<file path="src/rtl/cpu_pkg.sv">
// Shared CPU constants and the fetch-queue entry layout used by the instruction fetch unit.
package cpu_pkg;

    localparam int XLEN = 32;
    localparam int ILEN = 32;
    localparam logic [ILEN-1:0] INSTR_NOP = 32'h0000_0013;
    localparam logic [XLEN-1:0] PC_STEP   = 32'd4;

    typedef struct packed {
        logic [ILEN-1:0] instr;
        logic [XLEN-1:0] pc;
    } fetch_entry_t;

    function automatic logic [XLEN-3:0] word_index(input logic [XLEN-1:0] byte_addr);
        return byte_addr[XLEN-1:2];
    endfunction

endpackage

</file>
<file path="src/rtl/fetch_fifo.sv">
// Synchronous FIFO with flush; pushes into a full FIFO and pops from an empty one are ignored.
module fetch_fifo #(
    parameter int DEPTH = 2,
    parameter int WIDTH = 32,
    localparam int AW = (DEPTH > 1) ? $clog2(DEPTH) : 1,
    localparam int CW = $clog2(DEPTH + 1)
) (
    input  logic             clk,
    input  logic             rst_n,
    input  logic             flush,
    input  logic             push,
    input  logic [WIDTH-1:0] push_data,
    input  logic             pop,
    output logic [WIDTH-1:0] head,
    output logic             empty,
    output logic [CW-1:0]    count
);

    logic [WIDTH-1:0] mem [DEPTH];
    logic [AW-1:0]    wr_ptr;
    logic [AW-1:0]    rd_ptr;
    logic             do_push;
    logic             do_pop;

    function automatic logic [AW-1:0] ptr_inc(input logic [AW-1:0] p);
        return (p == AW'(DEPTH - 1)) ? '0 : p + AW'(1);
    endfunction

    assign empty   = (count == '0);
    assign do_push = push && (count != CW'(DEPTH));
    assign do_pop  = pop && !empty;
    assign head    = mem[rd_ptr];

    always_ff @(posedge clk or negedge rst_n) begin
        if (!rst_n) begin
            wr_ptr <= '0;
            rd_ptr <= '0;
            count  <= '0;
        end else if (flush) begin
            wr_ptr <= '0;
            rd_ptr <= '0;
            count  <= '0;
        end else begin
            if (do_push) wr_ptr <= ptr_inc(wr_ptr);
            if (do_pop)  rd_ptr <= ptr_inc(rd_ptr);
            case ({do_push, do_pop})
                2'b10:   count <= count + CW'(1);
                2'b01:   count <= count - CW'(1);
                default: count <= count;
            endcase
        end
    end

    always_ff @(posedge clk) begin
        if (do_push && !flush) mem[wr_ptr] <= push_data;
    end

endmodule

</file>
<file path="src/rtl/instruction_fetch_unit.sv">
// Instruction fetch: PC owner, credit-limited memory reads, fetch FIFO to decode, redirect flush.
// Define MISALIGN_TRAP_EN to trap on misaligned redirect targets instead of forcing alignment.
module instruction_fetch_unit
    import cpu_pkg::*;
#(
    parameter logic [31:0] RESET_PC    = 32'h0000_0000,
    parameter int          QUEUE_DEPTH = 2,
    parameter int          MAX_OUTST   = 2
) (
    input  logic        clk,
    input  logic        rst_n,
    output logic        mem_req_valid,
    input  logic        mem_req_ready,
    output logic [29:0] mem_req_addr,
    input  logic        mem_resp_valid,
    input  logic [31:0] mem_resp_instr,
    input  logic        redirect_valid,
    input  logic [31:0] redirect_pc,
    output logic        id_valid,
    input  logic        id_ready,
    output logic [31:0] id_instr,
    output logic [31:0] id_pc,
    output logic        fetch_fault
);

    localparam int CW  = $clog2(MAX_OUTST) + 1;
    localparam int FCW = $clog2(QUEUE_DEPTH + 1);
    localparam int TCW = $clog2(MAX_OUTST + 1);

    logic [XLEN-1:0] pc;
    logic [XLEN-1:0] redirect_target;
    logic [CW-1:0]   outst;
    logic [CW-1:0]   outst_nxt;
    logic [CW-1:0]   drop;
    logic            run;
    logic            fault_hold;
    logic            accept;
    logic            discard;
    logic            fifo_empty;
    logic [FCW-1:0]  fifo_count;
    fetch_entry_t    push_entry;
    fetch_entry_t    head_entry;
    logic [XLEN-1:0] tag_pc;
    logic            tag_empty;
    logic [TCW-1:0]  tag_count;
    logic            unused_tag;

    // run holds requests off for the first cycle after reset release
    assign mem_req_valid = run && !fault_hold
                        && (32'(outst) + 32'(fifo_count) < 32'(QUEUE_DEPTH))
                        && (32'(outst) < 32'(MAX_OUTST));
    assign mem_req_addr  = word_index(pc);
    assign accept        = mem_req_valid && mem_req_ready;
    assign outst_nxt     = outst + CW'(accept) - CW'(mem_resp_valid);
    assign discard       = redirect_valid || (drop != '0);
    assign push_entry    = '{instr: mem_resp_instr, pc: tag_pc};

    always_ff @(posedge clk or negedge rst_n) begin
        if (!rst_n) begin
            pc    <= RESET_PC;
            outst <= '0;
            drop  <= '0;
            run   <= 1'b0;
        end else begin
            run   <= 1'b1;
            outst <= outst_nxt;
            if (redirect_valid) begin
                pc   <= redirect_target;
                // every read still in flight after this edge belongs to the old path
                drop <= outst_nxt;
            end else begin
                if (accept) pc <= pc + PC_STEP;
                if (mem_resp_valid && (drop != '0)) drop <= drop - CW'(1);
            end
        end
    end

`ifdef MISALIGN_TRAP_EN
    assign redirect_target = redirect_pc;

    always_ff @(posedge clk or negedge rst_n) begin
        if (!rst_n)              fault_hold <= 1'b0;
        else if (redirect_valid) fault_hold <= (redirect_pc[1:0] != 2'b00);
    end
`else
    logic unused_align;
    assign unused_align    = ^redirect_pc[1:0];
    assign redirect_target = {redirect_pc[31:2], 2'b00};
    assign fault_hold      = 1'b0;
`endif

    assign fetch_fault = fault_hold;

    fetch_fifo #(.DEPTH(QUEUE_DEPTH), .WIDTH($bits(fetch_entry_t))) u_instr_fifo (
        .clk       (clk),
        .rst_n     (rst_n),
        .flush     (redirect_valid),
        .push      (mem_resp_valid && !discard),
        .push_data (push_entry),
        .pop       (id_valid && id_ready),
        .head      (head_entry),
        .empty     (fifo_empty),
        .count     (fifo_count)
    );

    // Request PCs in issue order; never flushed so dropped responses still retire their tag.
    fetch_fifo #(.DEPTH(MAX_OUTST), .WIDTH(XLEN)) u_tag_fifo (
        .clk       (clk),
        .rst_n     (rst_n),
        .flush     (1'b0),
        .push      (accept),
        .push_data (pc),
        .pop       (mem_resp_valid),
        .head      (tag_pc),
        .empty     (tag_empty),
        .count     (tag_count)
    );

    assign unused_tag = ^{tag_empty, tag_count};

    assign id_valid = !fifo_empty && !fault_hold;
    assign id_instr = id_valid ? head_entry.instr : INSTR_NOP;
    assign id_pc    = id_valid ? head_entry.pc : '0;

endmodule

</file>
<file path="config.mk">
export PLATFORM = sky130hd
export DESIGN_NAME = instruction_fetch_unit
export DESIGN_NICKNAME = d
export VERILOG_FILES = /design/src/rtl/cpu_pkg.sv /design/src/rtl/fetch_fifo.sv /design/src/rtl/instruction_fetch_unit.sv
export SDC_FILE = /design/constraint.sdc
export NUM_CORES = 1
export LEC_CHECK = 0
export ABC_AREA = 1
export ABC_CLOCK_PERIOD_IN_PS = 5700
export CORE_UTILIZATION = 60
export CTS_BUF_LIST = sky130_fd_sc_hd__clkbuf_8 sky130_fd_sc_hd__clkbuf_16
export CTS_CLUSTER_DIAMETER = 40
export DETAILED_ROUTE_END_ITERATION = 8
export DONT_BUFFER_PORTS = 1
export PLACE_DENSITY = 0.76
export SYNTH_ARGS = -nofsm -noshare
export SYNTH_HDL_FRONTEND = slang
export SYNTH_HIERARCHICAL = 1
export SYNTH_SLANG_ARGS = --single-unit
</file>
<file path="constraint.sdc">
create_clock -name clk -period 5.7 [get_ports clk]
set_input_delay 1.71 -clock clk [delete_from_list [all_inputs] [get_ports clk]]
set_output_delay 1.71 -clock clk [all_outputs]
set_load 0.01 [all_outputs]
</file>
==> results.md <==
* First-pass GRT wire length at 33.4 mm
* Total grt overflow at 0
* PortBufs at 0
* Flops & latches, synth at 235
* Clock root buffer: clkbuf_16
* Via Count at 6930
* Hold_sp: u_tag_fifo/wr_ptr
* Crit path kind: register to output pin
* Initial DRC Count at 319
* Max clock buf depth at 3
* WP data arrival at 2370 ps
* Fin Setup TNS at 0 ps
* Status: completed
* Hold crit path type: register to register
* # diodes at 0
* Hold Violations, Final at 0
* Layout area overhead at 11.7%
* Clock Skew at 10.3 ps
* TritonCTS Buffers at 30
* Routed WL at 20.6 mm
* # resized after CTS at 0
* CTS clk-pin slew, worst paths at 60 ps
* WHS Path Cells at 1
* Worst Hold End: u_tag_fifo/wr_ptr
* Site row count at 48
* Clk Latency, worst-skew pair at 530 ps
* GP Congestion at 0.852
* Max_slew headroom at 0.180
* Syn Std Cell Area at 10500 sq um
* Fin. max-slew vios at 0
* CP required at 3990 ps
* Chip height at 134 um
* Cell accounting for the most synthesized area: edfxtp_1
* XOR/XNOR share of the synthesized area at 0.00666
* Crit Reg-Reg Endpoint: pc[6]
* H-tree depth at 1
* Simple-Gate Fraction of Synth Area at 0.249
* Post-route cell area at 11700 sq um
* Ys Warns at 6
* Post CTS Setup Buffer Count at 0
* RSZ-0062 raised after global routing: false
* Starting Density at 0.612
* Worst Tran Pin Value at 1230 ps
* Sequential area share after synthesis at 0.651
* Area contributors post-synth: edfxtp_1 55%, nand2_1 16%, dfrtp_1 10%, inv_1 4.2%, nor2_1 3.8%
* Flop-to-flop setup slack at 2850 ps
* Critical Path Start Type: register
* Critical path buffer and inverter count at 1
* Worst-path maximum fanout at 38
* WHS at 516 ps
* Unique masters post-synth at 34
* Max Fclk at 245 MHz
* Slowest cell on the critical path: nor2_4
* Peak VDD IR at 0.278 mV
* Placed Area at 10700 sq um
* Crit. End Element: output pin
* Die area at 18100 sq um
* Synth Area in Adders at 0.00666
* Mean Syn Cell Area at 9.61 sq um
* DR vias/cell at 5.13
* Fin crit share at 0.716
* First drt pass iteration count at 5
* Routed len/inst at 15.2 um
* Combinational family with the most area after synthesis: simple AND/OR/NAND/NOR gates
* Yosys top cell area share at 0.548
* Initial antenna violation count at 0
* Mux share of post-synthesis cell area at 0
* Die Wd at 134 um
* Post-route DRC at 0
* Crit-path max cell delay at 740 ps
* Post-layout min period at 4080 ps
* CTS sink cnt at 235
* Post-synth ARST share at 0.183
* CTS tree: built
* Overall Global Routing Usage at 0.236
* Top delay family on crit path: simple AND/OR/NAND/NOR gates
* Synth Flop Type: edfxtp_1
* Post-Synthesis Cells at 1094
* Pleak at 5.02 nW
* Worst r2r src: u_instr_fifo/count[0]
* Power Dens Cells at 392 nW/um^2
* Fin nets at 1178
* Dpl hpwl at 13.2 mm
* Total I/O pin count at 167
* EDFF count, synth at 192
* Final setup fails at 0
* Max cap viols at 0
* R2R cell count at 8
* Number of routed nets with antenna violations at 0
* Worst path cell trace: nor2_4 > buf_4 > or2_2
* Largest net degree at the start of global routing at 65
* Share of cells above drive strength 1 at 0.0924
* Cts hold-fix bufs at 0
* Post-synthesis compound-gate area fraction at 0.0237
* Vias in the first global route at 6638
* Core box area at 17200 sq um
-- power by group --
part	total, mW	leakage [nW]	internal (mW)	switching, mW
clock network	1.86	0.505	1.14	0.719
registers	2.14	2.26	2.00	0.139
logic	0.600	2.25	0.175	0.425
total	4.60	5.02	3.32	1.28
-- sequential cells by signal (all words and copies together), names as in the netlist, 2 cells and up --
signal / count
u_tag_fifo/count: 2
u_instr_fifo/mem: 128
u_tag_fifo/mem: 64
pc: 30
drop: 2
u_instr_fifo/count: 2
outst: 2
-- cell families (layout without fill, tap and decap cells) --
family                   after synthesis  in the layout
other                                  2              8
flip-flops                           235            235
adder cells (fa/ha/maj)                5              5
AND/OR/NAND/NOR                      641            641
buffers and inverters                162            188
XOR/XNOR                               8              8
AO/OA/AOI/OAI                         41             41
-- metal layers --
layer | track usage | vias to the layer above | wire [um] | share of wire
met5 | 0 | - | 0 | 0
met4 | 0.0737 | 0 | 354 | 0.017
met3 | 0.0529 | 28 | 1570 | 0.076
met2 | 0.388 | 230 | 9780 | 0.48
met1 | 0.316 | 3168 | 8850 | 0.43
li1 | - | 3504 | - | -
-- how the worst max path moves through the flow --
| stage | start | end | slack, ps | cells past startpoint |
|---|---|---|---|---|
| 3_3_place_gp | mem_resp_valid | u_instr_fifo/mem[0][42] | 1930 | 7 |
| 5_1_grt | u_instr_fifo/count[1] | id_instr[1] | 1400 | 3 |
| 4_1_cts | u_instr_fifo/count[0] | id_instr[1] | 1560 | 3 |
| 6_report | u_instr_fifo/count[0] | id_instr[1] | 1620 | 3 |
| 2_1_floorplan | redirect_valid | u_instr_fifo/mem[0][0] | 8 | 7 |
| 3_5_place_dp | mem_resp_valid | u_instr_fifo/mem[0][42] | 1910 | 7 |
-- per-stage QoR --
stage          instances  utilization  setup WS, ps  power [mW]
2_1_floorplan       1100            -          8.00        2.62
3_3_place_gp        1296        0.624          1930        2.75
3_5_place_dp        1296        0.624          1910        2.77
4_1_cts             1351        0.684          1560        4.63
5_1_grt             1351        0.684          1400        4.81
6_report            1351        0.684          1620        4.60
-- placed cells by master, fill, tap and decap left out, drive strengths merged --
cell        n
a21oi       5
a31oi       1
and2        1
buf         9
bufinv      3
clkbuf     31
clkinv     10
clkinvlp    3
conb        8
dfrtp      43
edfxtp    192
fa          1
ha          4
inv       132
nand2     458
nand3      50
nand4       8
nor2      119
nor3        1
nor4        1
o211ai      5
o21ai      20
o21bai      8
o22ai       2
or2         3
xnor2       7
xor2        1
-- worst reg2reg max path, delay by kind of cell, from the launching register on --
| family | cells | cell delay (ps) |
|---|---|---|
| AND/OR/NAND/NOR | 4 | 1350 |
| flip-flops | 1 | 540 |
| adder cells (fa/ha/maj) | 1 | 430 |
| AO/OA/AOI/OAI | 2 | 350 |
| buffers and inverters | 1 | 70 |
-- synthesized netlist by cell type (all sizes together) (7+ instances only) --
cell type,instances
o21ai,20
nand4,8
clkbuf,14
nor2,119
nand3,50
xnor2,7
buf,24
o21bai,8
nand2,458
inv,124
edfxtp,192
dfrtp,43
-- area by class of cell --
class / instances / area, sq um
inverter: 124 / 465
multi-input combinational: 703 / 3070
clock inverter: 24 / 239
sequential: 235 / 6840
timing repair buffer: 9 / 67.6
clock buffer: 31 / 776
fill: 1286 / 5440
tap: 225 / 282
Power figures use the tool's default switching activity.
